--- src/rtl/conv_pkg.sv ---
// Shared types and geometry helper for the sequential convolution scheduler.
package conv_pkg;

    typedef logic [31:0] word_t;

    typedef enum logic [1:0] {
        IDLE,
        LOAD,
        MAC,
        EMIT
    } state_t;

    function automatic int conv_out_dim(input int n, input int k, input int s);
        return (n - k) / s + 1;
    endfunction

endpackage

--- src/rtl/conv_mac.sv ---
// Single signed multiply-accumulate with clear and enable; 32-bit wrapping sum.
// acc_next exposes the value the accumulator takes on the coming edge.
module conv_mac
    import conv_pkg::*;
(
    input  logic        clk,
    input  logic        rst,
    input  logic        clr,
    input  logic        en,
    input  logic [31:0] a,
    input  logic [31:0] b,
    output logic [31:0] acc_next
);

    word_t prod;
    word_t acc_q;
    word_t acc_d;

    always_comb begin
        // Only the low word of the signed product is kept.
        prod  = word_t'($signed(a) * $signed(b));
        acc_d = acc_q;
        if (en) begin
            acc_d = clr ? prod : acc_q + prod;
        end
    end

    assign acc_next = acc_d;

    always_ff @(posedge clk) begin
        if (rst) begin
            acc_q <= '0;
        end else begin
            acc_q <= acc_d;
        end
    end

endmodule

--- src/rtl/conv_scheduler.sv ---
// Resource-shared convolution: buffer filter + feature map, one MAC per cycle.
// Define CONV_SCHED_RELU_EN to clamp negative results to zero on output.
module conv_scheduler
    import conv_pkg::*;
#(
    parameter int input_size  = 7,
    parameter int filter_size = 3,
    parameter int stride      = 2
) (
    input  logic        clk,
    input  logic        rst,
    input  logic        start,
    input  logic [31:0] in_data,
    input  logic        in_valid,
    output logic        in_ready,
    output logic [31:0] out_data,
    output logic        out_valid,
    input  logic        out_ready,
    output logic        out_last,
    output logic        busy
);

    localparam int N   = input_size;
    localparam int K   = filter_size;
    localparam int S   = stride;
    localparam int KK  = K * K;
    localparam int NN  = N * N;
    localparam int LDN = KK + NN;
    localparam int O   = conv_out_dim(N, K, S);
    localparam int FAW = (KK > 1) ? $clog2(KK) : 1;
    localparam int IAW = (NN > 1) ? $clog2(NN) : 1;
    localparam int LW  = $clog2(LDN);
    localparam int KW  = (K > 1) ? $clog2(K) : 1;
    localparam int OW  = (O > 1) ? $clog2(O) : 1;

    state_t          state_q, state_d;
    logic [LW-1:0]   ld_cnt_q, ld_cnt_d;
    logic [KW-1:0]   kr_q, kr_d, kc_q, kc_d;
    logic [OW-1:0]   r_q, r_d, c_q, c_d;
    logic            in_ready_q, in_ready_d;
    logic            out_valid_q, out_valid_d;
    logic            out_last_q, out_last_d;
    logic            busy_q, busy_d;
    word_t           out_data_q, out_data_d;

    word_t           filt_q [KK];
    word_t           img_q  [NN];

    logic            filt_we, img_we;
    logic [FAW-1:0]  f_addr, ld_faddr;
    logic [IAW-1:0]  i_addr, ld_iaddr;
    logic            mac_en, mac_clr, k_last, pos_last;
    word_t           mac_next, res;

    conv_mac u_mac (
        .clk      (clk),
        .rst      (rst),
        .clr      (mac_clr),
        .en       (mac_en),
        .a        (filt_q[f_addr]),
        .b        (img_q[i_addr]),
        .acc_next (mac_next)
    );

    always_comb begin
        f_addr   = FAW'(int'(kr_q) * K + int'(kc_q));
        i_addr   = IAW'((int'(r_q) * S + int'(kr_q)) * N + int'(c_q) * S + int'(kc_q));
        ld_faddr = FAW'(ld_cnt_q);
        ld_iaddr = IAW'(int'(ld_cnt_q) - KK);
        k_last   = (kr_q == KW'(K - 1)) && (kc_q == KW'(K - 1));
        pos_last = (r_q == OW'(O - 1)) && (c_q == OW'(O - 1));
`ifdef CONV_SCHED_RELU_EN
        res = mac_next[31] ? '0 : mac_next;
`else
        res = mac_next;
`endif

        state_d     = state_q;
        ld_cnt_d    = ld_cnt_q;
        kr_d        = kr_q;
        kc_d        = kc_q;
        r_d         = r_q;
        c_d         = c_q;
        out_valid_d = out_valid_q;
        out_last_d  = out_last_q;
        out_data_d  = out_data_q;
        filt_we     = 1'b0;
        img_we      = 1'b0;
        mac_en      = 1'b0;
        mac_clr     = 1'b0;

        unique case (state_q)
            IDLE: begin
                if (start) begin
                    state_d  = LOAD;
                    ld_cnt_d = '0;
                    r_d      = '0;
                    c_d      = '0;
                end
            end
            LOAD: begin
                if (in_valid && in_ready_q) begin
                    filt_we = int'(ld_cnt_q) < KK;
                    img_we  = int'(ld_cnt_q) >= KK;
                    if (ld_cnt_q == LW'(LDN - 1)) begin
                        state_d = MAC;
                        kr_d    = '0;
                        kc_d    = '0;
                    end else begin
                        ld_cnt_d = ld_cnt_q + LW'(1);
                    end
                end
            end
            MAC: begin
                mac_en  = 1'b1;
                mac_clr = (kr_q == '0) && (kc_q == '0);
                if (kc_q == KW'(K - 1)) begin
                    kc_d = '0;
                    kr_d = kr_q + KW'(1);
                end else begin
                    kc_d = kc_q + KW'(1);
                end
                if (k_last) begin
                    state_d     = EMIT;
                    kr_d        = '0;
                    out_valid_d = 1'b1;
                    out_last_d  = pos_last;
                    out_data_d  = res;
                end
            end
            EMIT: begin
                if (out_ready) begin
                    out_valid_d = 1'b0;
                    out_last_d  = 1'b0;
                    if (pos_last) begin
                        state_d = IDLE;
                    end else begin
                        state_d = MAC;
                        if (c_q == OW'(O - 1)) begin
                            c_d = '0;
                            r_d = r_q + OW'(1);
                        end else begin
                            c_d = c_q + OW'(1);
                        end
                    end
                end
            end
            default: state_d = IDLE;
        endcase

        busy_d     = (state_d != IDLE);
        in_ready_d = (state_d == LOAD);
    end

    always_ff @(posedge clk) begin
        if (rst) begin
            state_q     <= IDLE;
            ld_cnt_q    <= '0;
            kr_q        <= '0;
            kc_q        <= '0;
            r_q         <= '0;
            c_q         <= '0;
            in_ready_q  <= 1'b0;
            out_valid_q <= 1'b0;
            out_last_q  <= 1'b0;
            busy_q      <= 1'b0;
            out_data_q  <= '0;
        end else begin
            state_q     <= state_d;
            ld_cnt_q    <= ld_cnt_d;
            kr_q        <= kr_d;
            kc_q        <= kc_d;
            r_q         <= r_d;
            c_q         <= c_d;
            in_ready_q  <= in_ready_d;
            out_valid_q <= out_valid_d;
            out_last_q  <= out_last_d;
            busy_q      <= busy_d;
            out_data_q  <= out_data_d;
            if (filt_we) filt_q[ld_faddr] <= in_data;
            if (img_we) img_q[ld_iaddr] <= in_data;
        end
    end

    assign in_ready  = in_ready_q;
    assign out_valid = out_valid_q;
    assign out_last  = out_last_q;
    assign out_data  = out_data_q;
    assign busy      = busy_q;

endmodule

--- config.mk ---
export PLATFORM = sky130hd
export DESIGN_NAME = conv_scheduler
export DESIGN_NICKNAME = d
export VERILOG_FILES = /design/src/rtl/conv_pkg.sv /design/src/rtl/conv_mac.sv /design/src/rtl/conv_scheduler.sv
export SDC_FILE = /design/constraint.sdc
export NUM_CORES = 2
export LEC_CHECK = 0
export BUFFER_PORTS_ARGS = -buffer_cell sky130_fd_sc_hd__buf_2
export CAP_MARGIN = 20
export CELL_PAD_IN_SITES_DETAIL_PLACEMENT = 1
export CELL_PAD_IN_SITES_GLOBAL_PLACEMENT = 2
export CORE_UTILIZATION = 50
export CTS_BUF_LIST = sky130_fd_sc_hd__clkbuf_8
export DETAILED_ROUTE_END_ITERATION = 12
export GPL_TIMING_DRIVEN = 0
export MAX_ROUTING_LAYER = met4
export PLACE_DENSITY_LB_ADDON = 0.1
export RECOVER_POWER = 50
export SLEW_MARGIN = 15
export SYNTH_ARGS = -nofsm -noshare
export SYNTH_HDL_FRONTEND = slang
export SYNTH_SLANG_ARGS = --single-unit
--- constraint.sdc ---
create_clock -name clk -period 15.25 [get_ports clk]
set_input_delay 0 -clock clk [delete_from_list [all_inputs] [get_ports clk]]
set_output_delay 0 -clock clk [all_outputs]
set_load 0.02 [all_outputs]
## After elaboration in Yosys (flattened, before gate mapping)

Memory sizes are Yosys's and may differ from the RTL's.
Cells that the tools add are included.

| word-level totals | value |
|---|---|
| input port bits | 37 |
| register bits after elaboration | 84 |
| memories kept | 2 |
| bits in writable memories | 1,856 |
| word-level logic and storage cells | 113 |
| output and inout port bits | 36 |

| operators by class | value |
|---|---|
| reductions and logical operators | 19 |
| magnitude comparators | 2 |
| multiply operators | 3 |
| eq/ne operators | 18 |
| add/subtract/negate cells | 11 |
| multiplexer cells | 46 |

Memory list:

| name | words | width | rd ports | clocked after Yosys merged registers in | wr ports | line | RTL |
|---|---|---|---|---|---|---|---|
| img_q | 49 | 32 | 1 | 0 | 1 | conv_scheduler.sv:47 | `word_t img_q [NN];` |
| filt_q | 9 | 32 | 1 | 0 | 1 | conv_scheduler.sv:46 | `word_t filt_q [KK];` |

Operators with widths:

| cell | number |
|---|---|
| 32-bit two-way mux | 2 |
| 2-bit two-way mux | 18 |
| 32-bit adder | 1 |
| 32-bit by 32-bit multiplier with 32-bit output | 1 |
| 6-bit two-way mux | 3 |
| 2-bit inequality test (second input constant) | 8 |
| 2-bit one-hot mux with 2 select lines | 4 |
| 1-bit two-way mux | 15 |
| 2-bit equality test (second input constant) | 6 |
| 6-bit one-hot mux with 2 select lines | 1 |
| 4-bit AND reduction | 3 |
| 2-bit nonzero test | 5 |
| 2-bit by 1-bit adder with 2-bit output (second input constant) | 4 |
| 2-bit one-hot mux with 4 select lines | 1 |
| 6-bit by 1-bit adder with 6-bit output (second input constant) | 1 |
| 6-bit by 2-bit adder with 6-bit output | 1 |
| 6-bit by 3-bit adder with 6-bit output | 1 |
| 6-bit equality test (second input constant) | 1 |
| 6-bit by 4-bit >= comparator with 1-bit output (second input constant) | 1 |
| 2-bit logical NOT | 3 |
| 6-bit by 4-bit less-than comparator with 1-bit output (second input constant) | 1 |
| 4-bit by 3-bit multiplier with 6-bit output (second input constant) | 1 |
| 3-bit AND reduction | 2 |
| 6-bit by 4-bit subtractor with 6-bit output (second input constant) | 1 |
| other kinds (9) | 14 |

## Logic depth before layout (Yosys ltp)

An unclocked memory read counts as a cell.

| logic depth | value |
|---|---|
| depth in word-level cells | 9 |
| mapped depth | 56 |

## Modules after synthesis

Synthesis repeated with hierarchy kept, for this count alone.

| second synthesis, totals | value |
|---|---|
| cell total of the unflattened synthesis | 6,087 |
| area total of the unflattened synthesis | 93,169.4 µm² |

Modules (own cells, without submodules):

| module | cells an instance | area each (µm²) | instances |
|---|---|---|---|
| conv_scheduler | 3,899 | 73,955.9 | 1 |
| conv_mac | 2,188 | 19,213.4 | 1 |

## Worst setup path after synthesis

OpenSTA, ideal clock, no wires.

| path | value |
|---|---|
| path type | register to register |
| from | register kr_q[1] |
| to | register u_mac.acc_q[30] |
| stages on the path, launching flop included | 50 |
| arrival time | 12.110 ns |
| path slack | 3.024 ns |
| clock period less this slack | 12.226 ns |
| cell sequence | dfxtp_1 -> ha_1 -> inv_1 -> ha_1 -> fa_1 -> fa_1 -> ha_1 -> nor2_1 -> o21bai_2 -> nand2_4 -> buf_6 -> buf_6 -> buf_4 -> buf_2 -> a2111oi_2 -> a221oi_1 -> and3_1 -> a21oi_1 -> [14 not listed] -> ha_1 -> a21o_1 -> a21o_1 -> a21oi_1 -> o21ai_0 -> a221o_1 -> nor3_1 -> a21oi_1 -> a31o_2 -> a21o_1 -> a21oi_1 -> xnor2_1 -> ha_1 -> or3_1 -> o31ai_1 -> xnor2_1 -> or2_2 -> o211a_1 |

| on the way | value |
|---|---|
| cells in the longest elaborated chain, start to end | 9 |
| elaborated cells between the ends (all ways) | 15 |
| classes of those cells | add/sub: 5; mul: 3; mux: 3; reduce/logical: 2; memory: 2 |

Ends and longest elaborated chain:

| item | line | RTL |
|---|---|---|
| from (decl) | conv_scheduler.sv:38 | `logic [KW-1:0] kr_q, kr_d, kc_q, kc_d;` |
| from (signal assigned) | conv_scheduler.sv:171 | `kr_q <= kr_d;` |
| 3-bit by 2-bit adder with 4-bit output | conv_scheduler.sv:67 | `i_addr = IAW'((int'(r_q) * S + int'(kr_q)) * N + int'(c_q) * S + int'(kc_q));` |
| 4-bit by 3-bit multiplier with 6-bit output | conv_scheduler.sv:67 |  |
| 6-bit by 3-bit adder with 6-bit output | conv_scheduler.sv:67 |  |
| 6-bit by 2-bit adder with 6-bit output | conv_scheduler.sv:67 |  |
| memory read 49 x 32 bit | -- |  |
| 32-bit by 32-bit multiplier with 32-bit output | conv_mac.sv:21 | `prod = word_t'($signed(a) * $signed(b));` |
| 32-bit adder | conv_mac.sv:24 | `acc_d = clr ? prod : acc_q + prod;` |
| 32-bit two-way mux * | conv_mac.sv:24 |  |
| 32-bit two-way mux * | conv_mac.sv:23 | `if (en) begin` |
| to (signal assigned) | conv_mac.sv:32 | `acc_q <= '0;` |
| to (signal assigned) | conv_mac.sv:34 | `acc_q <= acc_d;` |
| to (decl) | conv_mac.sv:16 | `word_t acc_q;` |

Mark *: on every way between the ends. The rest lies on a longest branch, timed or not.
A chain may end at the register's enable or synchronous reset.

## Worst setup path in the final report

Same ends and word-level chain as after synthesis.

==> summary.txt <==
Route
  – Total routed wirelength: 330000 um
  – Total number of vias: 56300
  – Wirelength per Cell: 37.0 um
  – Antenna-violating nets left: 0
  – Iter 0 DRT Violations: 7335
  – Via/cell ratio: 6.31
  – Pre-Repair DR Iteration Count: 5
  – DRC: 0

Logic synthesis
  – Register area share after synthesis: 61.7%
  – EDFF count, synth: 1856
  – Post-synth cell types: 95
  – Synth async-reset ratio: 0%
  – Avg Inst Size Synth: 16.6 um2
  – Post-synthesis cell count: 5605
  – Yosys reg bits: 1940
  – Post-Syn Area: 93000 um2
  – Synth Flop Type: edfxtp_1
  – Post-synth net total: 6263
  – Yosys warnings: 0

Die
  – Initial core utilization: 50.6%
  – Chip height: 433 um
  – Top-Level Pins: 73
  – Die area: 188000 um2
  – Die width: 433 um
  – Row count: 157
  – Core area: 184000 um2

Run status
  – Status: finished, violations left
  – Violated checks: capacitance limit, slew limit

GRT
  – Gr usage total: 36.7%
  – GR Overflow Total: 0
  – Met3 Usage GRT: 6.74%
  – Met1 GRT Util: 45.0%
  – Initial antenna violation count: 22
  – GR met2 Demand/Resource: 59.0%
  – Global route hottest layer: met2
  – First-pass GRT wire length: 455000 um
  – Largest net degree at the start of global routing: 59
  – Number of global-route vias before repair: 58300

CTS
  – Clk_lat worst skew: 1070 ps
  – CTS Buffer Depth: 4
  – CTS tree: built
  – Clock transition at path regs: 60 ps
  – CTS buffer count: 332
  – CTS Sinks: 1940
  – Root Driver: clkbuf_8
  – H-tree depth: 5

Power and ir drop
  – Leakage: 37.8 nW
  – Power per cell area: 111 nW/um2
  – VDD IR max: 0.116 mV

Final layout
  – Share of layout cells above drive strength 1: 21.3%
  – Multi-input gate area: 32800 um2
  – Fin util: 57.9%
  – Final nets: 6879
  – # fillers: 16900
  – FF/Latch Area: 57400 um2
  – Synth-to-Final Area Change: 14.4%

STA
  – Final Skew: 95.5 ps
  – Tightest Pin Transition: 3570 ps
  – TNS Setup: 0 ps
  – Crit share post-route: 98.5%
  – Max Freq: 66.5 MHz
  – Minimum clock period: 15030 ps
  – Final Hold Fails: 0
  – Slew Viols, Final: 1687
  – Final setup viols: 0
  – Slew HR: -138%

Setup path
  – Slowest-stage cell, CP: clkbuf_1
  – CP max FO: 10
  – CP max stage delay: 910 ps
  – Cell mode on critical path: fa_1
  – Setup crit end kind: register
  – Setup crit start kind: register
  – Crit path kind: register to register
  – Worst EP arrival: 15930 ps
  – Worst Path Required: 16150 ps

Flow run
  – Max_cap viols: 36

Place
  – HPWL after detailed placement: 236000 um
  – Port Buffers: 72
  – Placer Congestion: 0.895

Hold path
  – Hold WC Path Type: input port to register
-- cells by family (layout without fill, tap and decap cells) --
family / count (synthesis) / after routing / share of synthesized area (%)
AOI/OAI and AO/OA: 466 / 466 / 3.50
xor gates and xnor gates: 118 / 118 / 1.28
adders and majority gates: 621 / 621 / 11.7
buffers and inverters: 770 / 1620 / 3.77
DFF: 1940 / 1940 / 61.7
muxes: 561 / 561 / 12.6
other: 0 / 10 / 0
and+or+nand+nor: 1129 / 1129 / 5.42
-- metrics by stage --
stage	area [um2]	hold slack [ps]	total power, mW	instances	setup WS, ps
after CTS	107000	0.0793	11.9	8909	61.8
after global placement	96400	352	7.50	8141	-2440
after floorplan	93000	98.9	6.85	5605	3020
after global routing	106000	120	12.2	8927	-120
final	106000	104	11.9	8929	222
after detailed placement	100000	359	7.53	8289	-1830
-- synth_stat cells, types with 26 or more instances --
| master | n | area [um2] |
|---|---|---|
| a211oi_1 | 70 | 526 |
| a21o_1 | 33 | 248 |
| a21oi_1 | 105 | 526 |
| and2_1 | 62 | 388 |
| and3_1 | 26 | 163 |
| buf_2 | 53 | 265 |
| buf_4 | 36 | 270 |
| buf_6 | 41 | 462 |
| clkbuf_1 | 137 | 514 |
| dfxtp_1 | 84 | 1680 |
| edfxtp_1 | 1856 | 55700 |
| fa_1 | 416 | 8330 |
| ha_1 | 205 | 2560 |
| inv_1 | 487 | 1830 |
| mux2i_1 | 59 | 591 |
| mux4_2 | 480 | 10800 |
| nand2_1 | 318 | 1190 |
| nand2b_1 | 62 | 388 |
| nand3_1 | 36 | 180 |
| nand4_1 | 32 | 200 |
| nor2_1 | 477 | 1790 |
| nor3_1 | 27 | 135 |
| o21ai_0 | 65 | 325 |
| or2_2 | 35 | 219 |
| xnor2_1 | 83 | 727 |
-- final timing paths --
check | start | end | slack, ps | cells after the start
max reg2reg | kr_q[1] | u_mac.acc_q[30] | 220 | 46
max | kr_q[1] | u_mac.acc_q[30] | 220 | 46
min reg2reg | out_data[28] | out_data[28] | 460 | 2
min | start | ld_cnt_q[1] | 100 | 6
-- per-layer routing --
metal | part of all wire (%) | up-vias | wire length, um
met5 | 0 | - | 0
met4 | 5.9 | 0 | 19500
met3 | 9.5 | 879 | 31200
met2 | 49 | 3402 | 162000
met1 | 36 | 29800 | 118000
li1 | - | 22200 | -
-- state kept, by name, indices dropped and copies added, names as in the netlist --
| name | flops |
|---|---|
| u_mac.acc_q | 32 |
| kr_q | 2 |
| out_data | 32 |
| img_q | 1568 |
| ld_cnt_q | 6 |
| out_last | 1 |
| r_q | 2 |
| busy | 1 |
| filt_q | 288 |
| in_ready | 1 |
| kc_q | 2 |
| out_valid | 1 |
| state_q | 2 |
| c_q | 2 |
-- cell usage in the layout (no fill, tap or decap), types with 64 or more instances in the layout --
cell type / instances
fa_1: 415
ha_1: 204
nor2_1: 428
mux4_2: 480
clkinv_1: 75
a21oi_1: 101
clkbuf_8: 337
dfxtp_1: 82
nand2_1: 318
inv_1: 585
buf_12: 71
edfxtp_1: 1856
xnor2_1: 78
clkbuf_1: 194
a211oi_1: 64
-- worst max-delay path, delay by kind of cell, from the launching register on --
kind / cells / cell delay [ps]
DFF: 1 / 530
adders and majority gates: 15 / 6810
and+or+nand+nor: 5 / 1150
buffers and inverters: 9 / 2350
AOI/OAI and AO/OA: 14 / 3380
xor gates and xnor gates: 3 / 640
-- area by class of cell --
type                    count  share of cell area, %
flip-flops and latches   1940                   53.9
plain buffers             279                   1.61
diodes                     10                 0.0235
multi-input cells        2895                   30.8
well taps                2464                   2.90
repair buffers            286                   3.47
inverters                 487                   1.72
clock inverters           231                   1.20
clock buffers             337                   4.36
-- power by group --
group	switching [mW]	internal (mW)	leakage (nW)
Combinational	1.07	0.550	17.0
Sequential	0.00107	5.84	17.4
Clock	2.14	2.25	3.40
Total	3.21	8.64	37.8
-- repair_timing --
item,in CTS,in global routing
pin swaps,2,1
endpoints found under the setup margin,22,12
resized for setup,34,40
setup buffers,5,0
hold buffers,50,4
endpoints found under the hold margin,1975,63
No activity file was read; power rests on OpenSTA's default activity.
